## src/rtl/reg_writeback_ctrl_if.sv

```systemverilog
// Bus bundle between the pipeline and the register-file write-back controller.
// The controller takes the slave view; the pipeline/testbench side takes master.
interface reg_writeback_ctrl_if #(
  parameter int AW = 5,
  parameter int DW = 32
);
  // single-cycle EX result path
  logic          ex_valid_i;
  logic [AW-1:0] ex_addr_i;
  logic [DW-1:0] ex_data_i;
  logic          ex_jr_i;
  logic          ex_sll_i;
  logic          ex_ready_o;

  // multi-cycle unit issue / completion
  logic          mc_issue_i;
  logic [AW-1:0] mc_addr_i;
  logic          mc_issue_rdy_o;
  logic          mc_done_i;
  logic [DW-1:0] mc_data_i;
  logic          mc_done_rdy_o;

  // register file write port and status
  logic               RegWrite_o;
  logic [AW-1:0]      RDaddr_o;
  logic [DW-1:0]      RDdata_o;
  logic               Jr_o;
  logic               Sll_o;
  logic [(1<<AW)-1:0] busy_o;
  logic               zero_err_o;
  logic               proto_err_o;

  modport slave (
    input  ex_valid_i, ex_addr_i, ex_data_i, ex_jr_i, ex_sll_i,
    input  mc_issue_i, mc_addr_i, mc_done_i, mc_data_i,
    output ex_ready_o, mc_issue_rdy_o, mc_done_rdy_o,
    output RegWrite_o, RDaddr_o, RDdata_o, Jr_o, Sll_o,
    output busy_o, zero_err_o, proto_err_o
  );

  modport master (
    output ex_valid_i, ex_addr_i, ex_data_i, ex_jr_i, ex_sll_i,
    output mc_issue_i, mc_addr_i, mc_done_i, mc_data_i,
    input  ex_ready_o, mc_issue_rdy_o, mc_done_rdy_o,
    input  RegWrite_o, RDaddr_o, RDdata_o, Jr_o, Sll_o,
    input  busy_o, zero_err_o, proto_err_o
  );
endinterface

```

## src/rtl/reg_writeback_ctrl.sv

```systemverilog
// Register-file write-back controller. Merges the single-cycle EX path and an
// in-order multi-cycle unit onto one registered write port. Multi-cycle
// destinations are remembered in a tag FIFO and a busy scoreboard; an EX result
// colliding with a multi-cycle completion is parked in a one-entry skid register.
module reg_writeback_ctrl #(
  parameter int DEPTH = 4,
  parameter int AW    = 5,
  parameter int DW    = 32
) (
  input logic                clk_i,
  input logic                rst_i,
  reg_writeback_ctrl_if.slave bus
);

  localparam int PW = $clog2(DEPTH);
  localparam int NR = 1 << AW;

  typedef enum logic {IDLE, HOLD} state_t;

  state_t state, state_next;

  // tag FIFO
  logic [AW-1:0] tags [DEPTH];
  logic [PW-1:0] rd_ptr, wr_ptr;
  logic [PW:0]   count;
  logic          empty, full;

  // scoreboard
  logic [NR-1:0] busy, busy_next;

  // skid register for the EX result that lost the collision
  logic [AW-1:0] skid_addr;
  logic [DW-1:0] skid_data;
  logic          skid_jr, skid_sll;

  // write slot selected for the next cycle
  logic          emit_valid, emit_ex, emit_jr, emit_sll, capture_skid;
  logic [AW-1:0] emit_addr;
  logic [DW-1:0] emit_data;

  // handshake events
  logic          idle, done_hit, pop, orphan, issue_free, issue_ok, push;
  logic          emit_zero;

  // registered port
  logic          write_q, jr_q, sll_q, zero_err_q, proto_err_q;
  logic [AW-1:0] addr_q;
  logic [DW-1:0] data_q;

  assign idle       = (state == IDLE);
  assign empty      = (count == '0);
  assign full       = (count == (PW+1)'(DEPTH));
  assign done_hit   = bus.mc_done_i && idle;
  assign pop        = done_hit && !empty;
  assign orphan     = done_hit && empty;
  assign issue_free = (bus.mc_addr_i == '0) || !busy[bus.mc_addr_i];
  assign issue_ok   = (!full || pop) && issue_free;
  assign push       = bus.mc_issue_i && issue_ok;
  assign emit_zero  = (emit_addr == '0);

  // State register
  always_ff @(posedge clk_i or posedge rst_i) begin
    if (rst_i) state <= IDLE;
    else       state <= state_next;
  end

  // Next state: a collision parks EX in the skid and spends one cycle draining it
  always_comb begin
    state_next = state;
    case (state)
      IDLE: if (pop && bus.ex_valid_i) state_next = HOLD;
      HOLD: state_next = IDLE;
      default: state_next = IDLE;
    endcase
  end

  // Outputs: ready signals and the source of the next write slot
  always_comb begin
    bus.ex_ready_o     = 1'b0;
    bus.mc_done_rdy_o  = 1'b0;
    bus.mc_issue_rdy_o = issue_ok;
    emit_valid         = 1'b0;
    emit_ex            = 1'b0;
    emit_addr          = '0;
    emit_data          = '0;
    emit_jr            = 1'b0;
    emit_sll           = 1'b0;
    capture_skid       = 1'b0;
    case (state)
      IDLE: begin
        bus.ex_ready_o    = 1'b1;
        bus.mc_done_rdy_o = 1'b1;
        if (pop) begin
          emit_valid   = 1'b1;
          emit_addr    = tags[rd_ptr];
          emit_data    = bus.mc_data_i;
          capture_skid = bus.ex_valid_i;
        end else if (bus.ex_valid_i) begin
          emit_valid = 1'b1;
          emit_ex    = 1'b1;
          emit_addr  = bus.ex_addr_i;
          emit_data  = bus.ex_data_i;
          emit_jr    = bus.ex_jr_i;
          emit_sll   = bus.ex_sll_i;
        end
      end
      HOLD: begin
        emit_valid = 1'b1;
        emit_ex    = 1'b1;
        emit_addr  = skid_addr;
        emit_data  = skid_data;
        emit_jr    = skid_jr;
        emit_sll   = skid_sll;
      end
      default: ;
    endcase
  end

  // Tag storage needs no reset: entries are only read between push and pop
  always_ff @(posedge clk_i) begin
    if (push) tags[wr_ptr] <= bus.mc_addr_i;
  end

  // FIFO pointers and occupancy
  always_ff @(posedge clk_i or posedge rst_i) begin
    if (rst_i) begin
      rd_ptr <= '0;
      wr_ptr <= '0;
      count  <= '0;
    end else begin
      if (push) wr_ptr <= wr_ptr + PW'(1);
      if (pop)  rd_ptr <= rd_ptr + PW'(1);
      count <= count + (PW+1)'(push) - (PW+1)'(pop);
    end
  end

  // Scoreboard update: clear the retiring tag first so a same-cycle set wins
  always_comb begin
    busy_next = busy;
    if (pop) busy_next[tags[rd_ptr]] = 1'b0;
    if (push && bus.mc_addr_i != '0) busy_next[bus.mc_addr_i] = 1'b1;
    busy_next[0] = 1'b0;
  end

  // Scoreboard register
  always_ff @(posedge clk_i or posedge rst_i) begin
    if (rst_i) busy <= '0;
    else       busy <= busy_next;
  end

  assign bus.busy_o = busy;

  // Skid capture of the EX result that collided with a multi-cycle completion
  always_ff @(posedge clk_i or posedge rst_i) begin
    if (rst_i) begin
      skid_addr <= '0;
      skid_data <= '0;
      skid_jr   <= 1'b0;
      skid_sll  <= 1'b0;
    end else if (capture_skid) begin
      skid_addr <= bus.ex_addr_i;
      skid_data <= bus.ex_data_i;
      skid_jr   <= bus.ex_jr_i;
      skid_sll  <= bus.ex_sll_i;
    end
  end

  // Registered write port; $zero slots are suppressed and possibly flagged
  always_ff @(posedge clk_i or posedge rst_i) begin
    if (rst_i) begin
      write_q     <= 1'b0;
      addr_q      <= '0;
      data_q      <= '0;
      jr_q        <= 1'b0;
      sll_q       <= 1'b0;
      zero_err_q  <= 1'b0;
      proto_err_q <= 1'b0;
    end else begin
      write_q    <= emit_valid && !emit_zero;
      jr_q       <= emit_valid && !emit_zero && emit_jr;
      sll_q      <= emit_valid && !emit_zero && emit_sll;
      zero_err_q <= emit_valid && emit_zero && !(emit_ex && (emit_jr || emit_sll));
      if (emit_valid && !emit_zero) begin
        addr_q <= emit_addr;
        data_q <= emit_data;
      end
      if (orphan) proto_err_q <= 1'b1;
    end
  end

  assign bus.RegWrite_o  = write_q;
  assign bus.RDaddr_o    = addr_q;
  assign bus.RDdata_o    = data_q;
  assign bus.Jr_o        = jr_q;
  assign bus.Sll_o       = sll_q;
  assign bus.zero_err_o  = zero_err_q;
  assign bus.proto_err_o = proto_err_q;

endmodule
```

## src/flat_wrapper.sv

```systemverilog
// flat-port wrapper written by rule: the top's interface ports become plain ports
module reg_writeback_ctrl_flat 
#(
  parameter int DEPTH = 4,
  parameter int AW    = 5,
  parameter int DW    = 32
)
  (clk_i, rst_i, bus_ex_valid_i, bus_ex_addr_i, bus_ex_data_i, bus_ex_jr_i, bus_ex_sll_i, bus_mc_issue_i, bus_mc_addr_i, bus_mc_done_i, bus_mc_data_i, bus_ex_ready_o, bus_mc_issue_rdy_o, bus_mc_done_rdy_o, bus_RegWrite_o, bus_RDaddr_o, bus_RDdata_o, bus_Jr_o, bus_Sll_o, bus_busy_o, bus_zero_err_o, bus_proto_err_o);
  reg_writeback_ctrl_if #(.AW(AW), .DW(DW)) bus_i ();
  input logic clk_i;
  input logic rst_i;
  input wire logic [$bits(bus_i.ex_valid_i)-1:0] bus_ex_valid_i;
  input wire logic [$bits(bus_i.ex_addr_i)-1:0] bus_ex_addr_i;
  input wire logic [$bits(bus_i.ex_data_i)-1:0] bus_ex_data_i;
  input wire logic [$bits(bus_i.ex_jr_i)-1:0] bus_ex_jr_i;
  input wire logic [$bits(bus_i.ex_sll_i)-1:0] bus_ex_sll_i;
  input wire logic [$bits(bus_i.mc_issue_i)-1:0] bus_mc_issue_i;
  input wire logic [$bits(bus_i.mc_addr_i)-1:0] bus_mc_addr_i;
  input wire logic [$bits(bus_i.mc_done_i)-1:0] bus_mc_done_i;
  input wire logic [$bits(bus_i.mc_data_i)-1:0] bus_mc_data_i;
  output wire logic [$bits(bus_i.ex_ready_o)-1:0] bus_ex_ready_o;
  output wire logic [$bits(bus_i.mc_issue_rdy_o)-1:0] bus_mc_issue_rdy_o;
  output wire logic [$bits(bus_i.mc_done_rdy_o)-1:0] bus_mc_done_rdy_o;
  output wire logic [$bits(bus_i.RegWrite_o)-1:0] bus_RegWrite_o;
  output wire logic [$bits(bus_i.RDaddr_o)-1:0] bus_RDaddr_o;
  output wire logic [$bits(bus_i.RDdata_o)-1:0] bus_RDdata_o;
  output wire logic [$bits(bus_i.Jr_o)-1:0] bus_Jr_o;
  output wire logic [$bits(bus_i.Sll_o)-1:0] bus_Sll_o;
  output wire logic [$bits(bus_i.busy_o)-1:0] bus_busy_o;
  output wire logic [$bits(bus_i.zero_err_o)-1:0] bus_zero_err_o;
  output wire logic [$bits(bus_i.proto_err_o)-1:0] bus_proto_err_o;
  assign bus_i.ex_valid_i = bus_ex_valid_i;
  assign bus_i.ex_addr_i = bus_ex_addr_i;
  assign bus_i.ex_data_i = bus_ex_data_i;
  assign bus_i.ex_jr_i = bus_ex_jr_i;
  assign bus_i.ex_sll_i = bus_ex_sll_i;
  assign bus_i.mc_issue_i = bus_mc_issue_i;
  assign bus_i.mc_addr_i = bus_mc_addr_i;
  assign bus_i.mc_done_i = bus_mc_done_i;
  assign bus_i.mc_data_i = bus_mc_data_i;
  assign bus_ex_ready_o = bus_i.ex_ready_o;
  assign bus_mc_issue_rdy_o = bus_i.mc_issue_rdy_o;
  assign bus_mc_done_rdy_o = bus_i.mc_done_rdy_o;
  assign bus_RegWrite_o = bus_i.RegWrite_o;
  assign bus_RDaddr_o = bus_i.RDaddr_o;
  assign bus_RDdata_o = bus_i.RDdata_o;
  assign bus_Jr_o = bus_i.Jr_o;
  assign bus_Sll_o = bus_i.Sll_o;
  assign bus_busy_o = bus_i.busy_o;
  assign bus_zero_err_o = bus_i.zero_err_o;
  assign bus_proto_err_o = bus_i.proto_err_o;
  reg_writeback_ctrl #(.DEPTH(DEPTH), .AW(AW), .DW(DW)) u_core (.clk_i(clk_i), .rst_i(rst_i), .bus(bus_i));
endmodule
```

## config.mk

```make
export PLATFORM = sky130hd
export DESIGN_NAME = reg_writeback_ctrl_flat
export DESIGN_NICKNAME = d
export VERILOG_FILES = /design/src/rtl/reg_writeback_ctrl_if.sv /design/src/rtl/reg_writeback_ctrl.sv /design/src/flat_wrapper.sv
export SDC_FILE = /design/constraint.sdc
export NUM_CORES = 1
export LEC_CHECK = 0
export ABC_AREA = 1
export CORE_MARGIN = 2
export CORE_UTILIZATION = 51
export CTS_BUF_LIST = sky130_fd_sc_hd__clkbuf_8 sky130_fd_sc_hd__clkbuf_16
export CTS_CLUSTER_SIZE = 20
export DETAILED_ROUTE_END_ITERATION = 8
export GPL_TIMING_DRIVEN = 0
export PLACE_DENSITY = 0.81
export SETUP_SLACK_MARGIN = 0.3
export SLEW_MARGIN = 20
export SYNTH_ARGS = -nofsm -noshare
export SYNTH_HDL_FRONTEND = slang
export SYNTH_SLANG_ARGS = --single-unit
```

## constraint.sdc

```tcl
create_clock -name clk_i -period 5.2 [get_ports clk_i]
set_clock_uncertainty 0.15 [all_clocks]
set_input_delay 0.52 -clock clk_i [delete_from_list [all_inputs] [get_ports clk_i]]
set_output_delay 0.52 -clock clk_i [all_outputs]
set_load 0.01 [all_outputs]
```

==> results of run 1 <==
## state kept, by name (all words and copies together), names as in the netlist
register and count:
u_core.tags 20, u_core.bus.zero_err_o 1, u_core.rd_ptr 2, u_core.state 1, u_core.bus.RDdata_o 32, u_core.bus.Sll_o 1
u_core.skid_data 32, u_core.count 3, u_core.bus.busy_o 31, u_core.skid_jr 1, u_core.bus.RDaddr_o 5, u_core.bus.Jr_o 1
u_core.skid_sll 1, u_core.bus.proto_err_o 1, u_core.skid_addr 5, u_core.wr_ptr 2, u_core.bus.RegWrite_o 1
## per-layer routing
metal / share of wire / global-route usage / up-vias
met5: 0 / 0 / -
met4: 0.034 / 0.1351 / 0
met3: 0.094 / 0.06320 / 67
met2: 0.45 / 0.4618 / 392
met1: 0.42 / 0.4117 / 3243
li1: - / - / 3337
## cells in the final DEF, fill, tap and decap left out, drive strengths merged
master / count
nand2: 419
clkdlybuf4s50: 155
dfrtp: 120
nor2: 84
o21ai: 65
clkbuf: 45
inv: 43
a31oi: 32
nand4: 30
nand3: 28
buf: 27
edfxtp: 20
nor3: 8
ha: 6
clkinv: 6
or2: 5
bufinv: 5
and2: 3
clkinvlp: 3
xor2: 2
a21oi: 2
nor4: 1
xnor2: 1
a22oi: 1
o311ai: 1
o21bai: 1
fa: 1
conb: 1
## how the worst max path moves through the flow
stage | start | to
6_report | bus_mc_addr_i[0] | bus_mc_issue_rdy_o
3_3_place_gp | rst_i | u_core.count[1]
3_5_place_dp | bus_mc_addr_i[0] | bus_mc_issue_rdy_o
2_1_floorplan | rst_i | u_core.bus.Jr_o
4_1_cts | bus_mc_addr_i[0] | bus_mc_issue_rdy_o
5_1_grt | bus_mc_addr_i[0] | bus_mc_issue_rdy_o
## worst max-delay path, delay by kind of cell
family,cells,cell delay (ns)
buffers and inverters,6,1.80
AND/OR/NAND/NOR,9,0.72
## cell type report
| class | count | share of cell area |
|---|---|---|
| flip-flops and latches | 140 | 0.3748 |
| multi-input cells | 691 | 0.3218 |
| repair buffers | 156 | 0.1642 |
| clock buffers | 18 | 0.04567 |
| plain buffers | 53 | 0.03162 |
| well taps | 180 | 0.02342 |
| clock inverters | 14 | 0.02069 |
| inverters | 43 | 0.01783 |
## power groups by stage
| stage | clock (uW) | combinational (uW) | sequential, uW |
|---|---|---|---|
| after floorplan | 0 | 1110 | 1940 |
| after global routing | 1370 | 2490 | 1910 |
| after detailed placement | 0 | 2230 | 1870 |
| after CTS | 1330 | 2250 | 1860 |
| after global placement | 0 | 2180 | 1860 |
| final | 1320 | 2260 | 1870 |
## metrics by stage
stage	utilization	power (uW)	instances
after floorplan	-	3047	927
after global placement	0.6469	4033	1262
after detailed placement	0.6493	4100	1263
after CTS	0.6954	5437	1295
after global routing	0.6954	5782	1295
final	0.6954	5447	1295
## kinds of logic after synthesis
kind of cell	after synthesis
adders and majority gates	7
other	1
DFF	140
AOI/OAI and AO/OA	102
buffers and inverters	96
xor gates and xnor gates	3
and+or+nand+nor	578
==> metrics.cfg, run 1 <==
[setup_path]
worstPathRequired_ns = 4.53
crit_slowest_cell = clkdlybuf4s50_1
max_stage_delay_ns = 0.56
r2r_cells = 11
cp_common_cell = nand2_1
critPathLaunchType = primary input
criticalPathCategory = primary input to primary output
r2r_start = u_core.state
rrSetupSlack_ns = 2.30
reg2reg_to = u_core.count[2]
end_kind = primary output
path_max_fanout = 10
cp.arrival_ns = 3.05
cp_cell_sequence = clkdlybuf4s50_1 -> buf_4 -> inv_4 -> buf_6 -> nand2_1 -> nand2_1 -> nand2_1 -> nand2_1 -> nand2_1 -> nand2_1 -> nor2_1 -> nand2_1 -> nor2_4 -> buf_4 -> clkdlybuf4s50_1

[drt]
ant_nets = 0
drtIter0Drc = 716
vias = 7039
drt_pass1_iterations = 5
post_drt_via_cell_ratio = 5.436
wirelength_microns = 21780
drc = 0
routedWlPerCell_microns = 16.81

[power_and_ir_drop]
seqPwrFrac = 0.342
power.density_nw_per_um2 = 566.5
power_frac_comb = 0.416
swShare = 0.3743
ir_drop_v = 0.0002742
power.leakage_uw = 0.004525
internal_power_uw = 3408
power_frac_clock = 0.242
switchingPower_uw = 2039

[grt]
grt_start_max_net_pins = 71
antenna_found_initial = 0
grt_pass1_vias = 6764
grtUsageTotal = 0.3006
grt.overflow.total = 0
grt_pass1_wl_microns = 34520

[logic_synthesis]
synthDistinctLibCells = 39
syn_area_per_cell_sq_um = 7.733
synth.ff_latch_count = 140
synth_top_family_by_area = simple AND/OR/NAND/NOR gates
syn-instance-count = 927
synth_area_leaders = dfrtp_1, nand2_1, edfxtp_1, nor2_1, o21ai_0
synth-xor-area-share = 0.003666
syn-cell-area_sq_um = 7168
muxShareOfSynthArea = 0
synth_edf_count = 20
yosysMostFrequentCell = nand2_1
synth_common_cells = nand2_1, dfrtp_1, nor2_1
yosysWarnings = 0
syn-num-nets = 1015
synthArstFlopShare = 0.8571
seq_area_frac_synth = 0.5027
synth_compound_area_frac = 0.07960
synth-simple-area-share = 0.3346
synthFlopType = dfrtp_1
synth_top_area_share = 0.4189
synth_area_leader_cell = dfrtp_1
synthAdderAreaFrac = 0.01327

[clock_tree]
htreeDepth = 4
clockBufferDepth = 2
cts-root-buf = clkbuf_16
clkLatencyLatePin_ns = 0.43
clk_pin_slew_ns = 0.06
cts_buffers = 17
holdBufCountCts = 0
clkSinkCount = 140
ctsResizeCount = 0
cts_tree = done
cts_setup_buffers = 0

[sta]
whs_ns = 0.3044
worstMarginPinSlew_ns = 0.8057
hold_viol = 0
rsz0062_at_grt = false
maxSlewHeadroom = 0.4579
period_share = 0.7151
finalCriticalPeriod_ns = 3.718
layout_setup_ws_ns = 1.482
setup_violations = 0
timing.final.max_slew_violations = 0
fin_setup_tns_ns = 0
fmax_mhz = 268.9

[job]
drv_cap = 0

[min_path]
min_path_type = primary input to flop
hold_start = bus_mc_issue_i
worstHoldPathCells = 3
min_to = u_core.bus.busy_o[1]

[layout]
post-route-cell-area_sq_um = 9615
antenna_cells = 0
final_nets = 1190
multiInputGateArea_sq_um = 3094
seqCellArea_sq_um = 3603
area_growth_pct = 34.14
drive_gt1_frac = 0.08251
fillCellCount = 1091

[floorplanning]
chipWidth_microns = 122.6
die_y_microns = 122.6
core-area_sq_um = 13830
die_area_sq_um = 15020
num_rows = 43
top_level_ports = 158
start_util = 0.5184

[place]
placed_area_sq_um = 8977
place_congestion = 0.9679
io_buffers = 155
hpwlAfterDp_microns = 15210
place_ws_ns = 1.500

[run_status]
status = finished clean

Power figures use the tool's default switching activity.
==> inputs of run 2 (changes only) <==
==> constraint.sdc (replaced) <==
create_clock -name clk_i -period 3.82 [get_ports clk_i]
set_clock_uncertainty 0.15 [all_clocks]
set_input_delay 0.382 -clock clk_i [delete_from_list [all_inputs] [get_ports clk_i]]
set_output_delay 0.382 -clock clk_i [all_outputs]
set_load 0.01 [all_outputs]
==> metrics.cfg, run 2 (synthesis gave the netlist of run 1 again) <==
[sta]
timing.final.max_slew_violations = 0  ; unchanged
hold_viol = 0  ; unchanged
setup_violations = 0  ; unchanged
maxSlewHeadroom = 0.3921  ; -0.06583
fin_setup_tns_ns = 0  ; unchanged
period_share = 0.8715
finalCriticalPeriod_ns = 3.329
fmax_mhz = 300.4
worstMarginPinSlew_ns = 0.9036  ; +0.09784 ns
whs_ns = 0.08101  ; -0.2234 ns
rsz0062_at_grt = false

[drt]
drtIter0Drc = 647  ; -9.6%
ant_nets = 0  ; unchanged
wirelength_microns = 21600  ; -0.79%
routedWlPerCell_microns = 16.63  ; -1.1%
drt_pass1_iterations = 8  ; +3
vias = 7056  ; +0.24%
drc = 0  ; unchanged
post_drt_via_cell_ratio = 5.432  ; about the same

[layout]
multiInputGateArea_sq_um = 3094  ; unchanged
mostFrequentLayoutCells = nand2_1, clkdlybuf4s50_1, dfrtp_1
drive_gt1_frac = 0.08400  ; +0.001492
finalNonFillerCells = 1299  ; +0.31%
final_common_cell = nand2_1
final_nets = 1194  ; +0.34%
seqCellArea_sq_um = 3603  ; unchanged
area_growth_pct = 33.51
antenna_cells = 0  ; unchanged
fillCellCount = 1113  ; +2.0%

[setup_path]
path_max_fanout = 10  ; unchanged
cp_cell_sequence = clkdlybuf4s50_1 -> buf_6 -> inv_4 -> buf_6 -> nor2_1 -> nand2_1 -> nand3_1 -> nand2_1 -> nand2_1 -> nor2_1 -> nand2_1 -> nor2_4 -> buf_4 -> clkdlybuf4s50_1
cp.arrival_ns = 2.80  ; -0.25 ns
worstPathRequired_ns = 3.29  ; -1.24 ns
critPathLaunchType = primary input
criticalPathCategory = primary input to primary output
crit_slowest_cell = clkdlybuf4s50_1
end_kind = primary output
cp_common_cell = nand2_1
max_stage_delay_ns = 0.56  ; about the same
crit_family = buffers and inverters
critPathBufInv = 6  ; unchanged

[floorplanning]
start_util = 0.5184  ; unchanged
chipWidth_microns = 122.6  ; unchanged
die_y_microns = 122.6  ; unchanged
top_level_ports = 158  ; unchanged
die_area_sq_um = 15020  ; unchanged
num_rows = 43  ; unchanged
core-area_sq_um = 13830  ; unchanged

[clock_tree]
clkSinkCount = 140  ; unchanged
clkLatencyLatePin_ns = 0.42  ; about the same
holdBufCountCts = 0  ; unchanged
htreeDepth = 4  ; unchanged
cts-root-buf = clkbuf_16
clockBufferDepth = 2  ; unchanged
cts_tree = done
clk_pin_slew_ns = 0.05  ; about the same
cts_buffers = 17  ; unchanged

[run_status]
status = finished clean

[place]
place_congestion = 0.9535  ; -1.5%
hpwlAfterDp_microns = 15340  ; +0.83%
dp.cells = 1266  ; +0.24%
io_buffers = 155  ; unchanged

[min_path]
min_path_type = primary input to async pin

[grt]
grt_pass1_vias = 6727  ; -0.55%
grtUsageTotal = 0.2980  ; -0.002574
antenna_found_initial = 0  ; unchanged
grt_start_max_net_pins = 33  ; -54%
grt_pass1_wl_microns = 34130  ; -1.1%
grt.overflow.total = 0  ; unchanged

[power_and_ir_drop]
power.leakage_uw = 0.004532  ; +0.15%
ir_drop_v = 0.0004084  ; +49%
power.density_nw_per_um2 = 742.9  ; +31%

[job]
drv_cap = 0  ; unchanged

==> run 2: power breakdown <==
| part | switching (uW) | leakage (uW) | internal [uW] | total (uW) |
|---|---|---|---|---|
| sequential | 404 | 0.00166 | 2130 | 2540 |
| clock | 599 | 0.000285 | 888 | 1490 |
| combinational | 1730 | 0.00259 | 1360 | 3090 |
| total | 2730 | 0.00453 | 4380 | 7110 |
==> run 2: per-layer routing <==
metal / up-vias / wire, microns / track usage
met5: - / 0 / 0
met2: 374 / 9871 / 0.4681
li1: 3349 / - / -
met4: 0 / 705 / 0.1272
met3: 57 / 2081 / 0.07528
met1: 3276 / 8943 / 0.3938
==> run 2: repair_timing <==
action | CTS | global route
endpoints found under the hold margin | 0 | 0
setup buffers | 0 | 1
gates resized for setup | 0 | 1
setup endpoints to repair | 0 | 1
==> run 2: worst paths after layout <==
path,to,slack (ns),start,cells after the start
worst max-delay path,bus_mc_issue_rdy_o,0.49,bus_mc_addr_i[0],14
worst min-delay path,u_core.count[1],0.08,rst_i,2
worst max register to register,u_core.count[2],0.83,u_core.state,12
worst min register to register,u_core.skid_addr[4],0.31,u_core.skid_addr[4],2
max in group asynchronous,u_core.bus.busy_o[24],2.37,rst_i,6
min in group clk_i,u_core.bus.busy_o[1],0.19,bus_mc_issue_i,3
==> run 2: stage by stage <==
| step | power, uW | setup WS (ns) | cell area (sq um) | util |
|---|---|---|---|---|
| global placement | 5491 | 0.3253 | 8949 | 0.6472 |
| global route | 7574 | 0.3534 | 9570 | 0.6922 |
| detailed placement | 5584 | 0.2735 | 9029 | 0.6530 |
| CTS | 7095 | 0.4009 | 9559 | 0.6913 |
| floorplan | 4148 | 1.322 | 7172 | - |
| finish | 7110 | 0.4910 | 9570 | 0.6922 |
==> run 2: worst register-to-register path, cell delays in order (launching register included) <==
cell and delay [ns]:
dfrtp_1 0.43, inv_2 0.09, nand2_2 0.10, inv_1 0.06, nor4_1 0.69, nor2_4 0.06, buf_4 0.19, nand2_2 0.17
inv_1 0.07, ha_1 0.20, fa_1 0.38, xnor2_1 0.18, xor2_1 0.16
==> run 2: area by class of cell <==
type                    count  area share
inverters                  43     0.01778
flip-flops and latches    140      0.3765
multi-input cells         691      0.3233
clock inverters            14    0.009544
plain buffers              53     0.03216
repair buffers            160      0.1713
clock buffers              18     0.04589
well taps                 180     0.02353
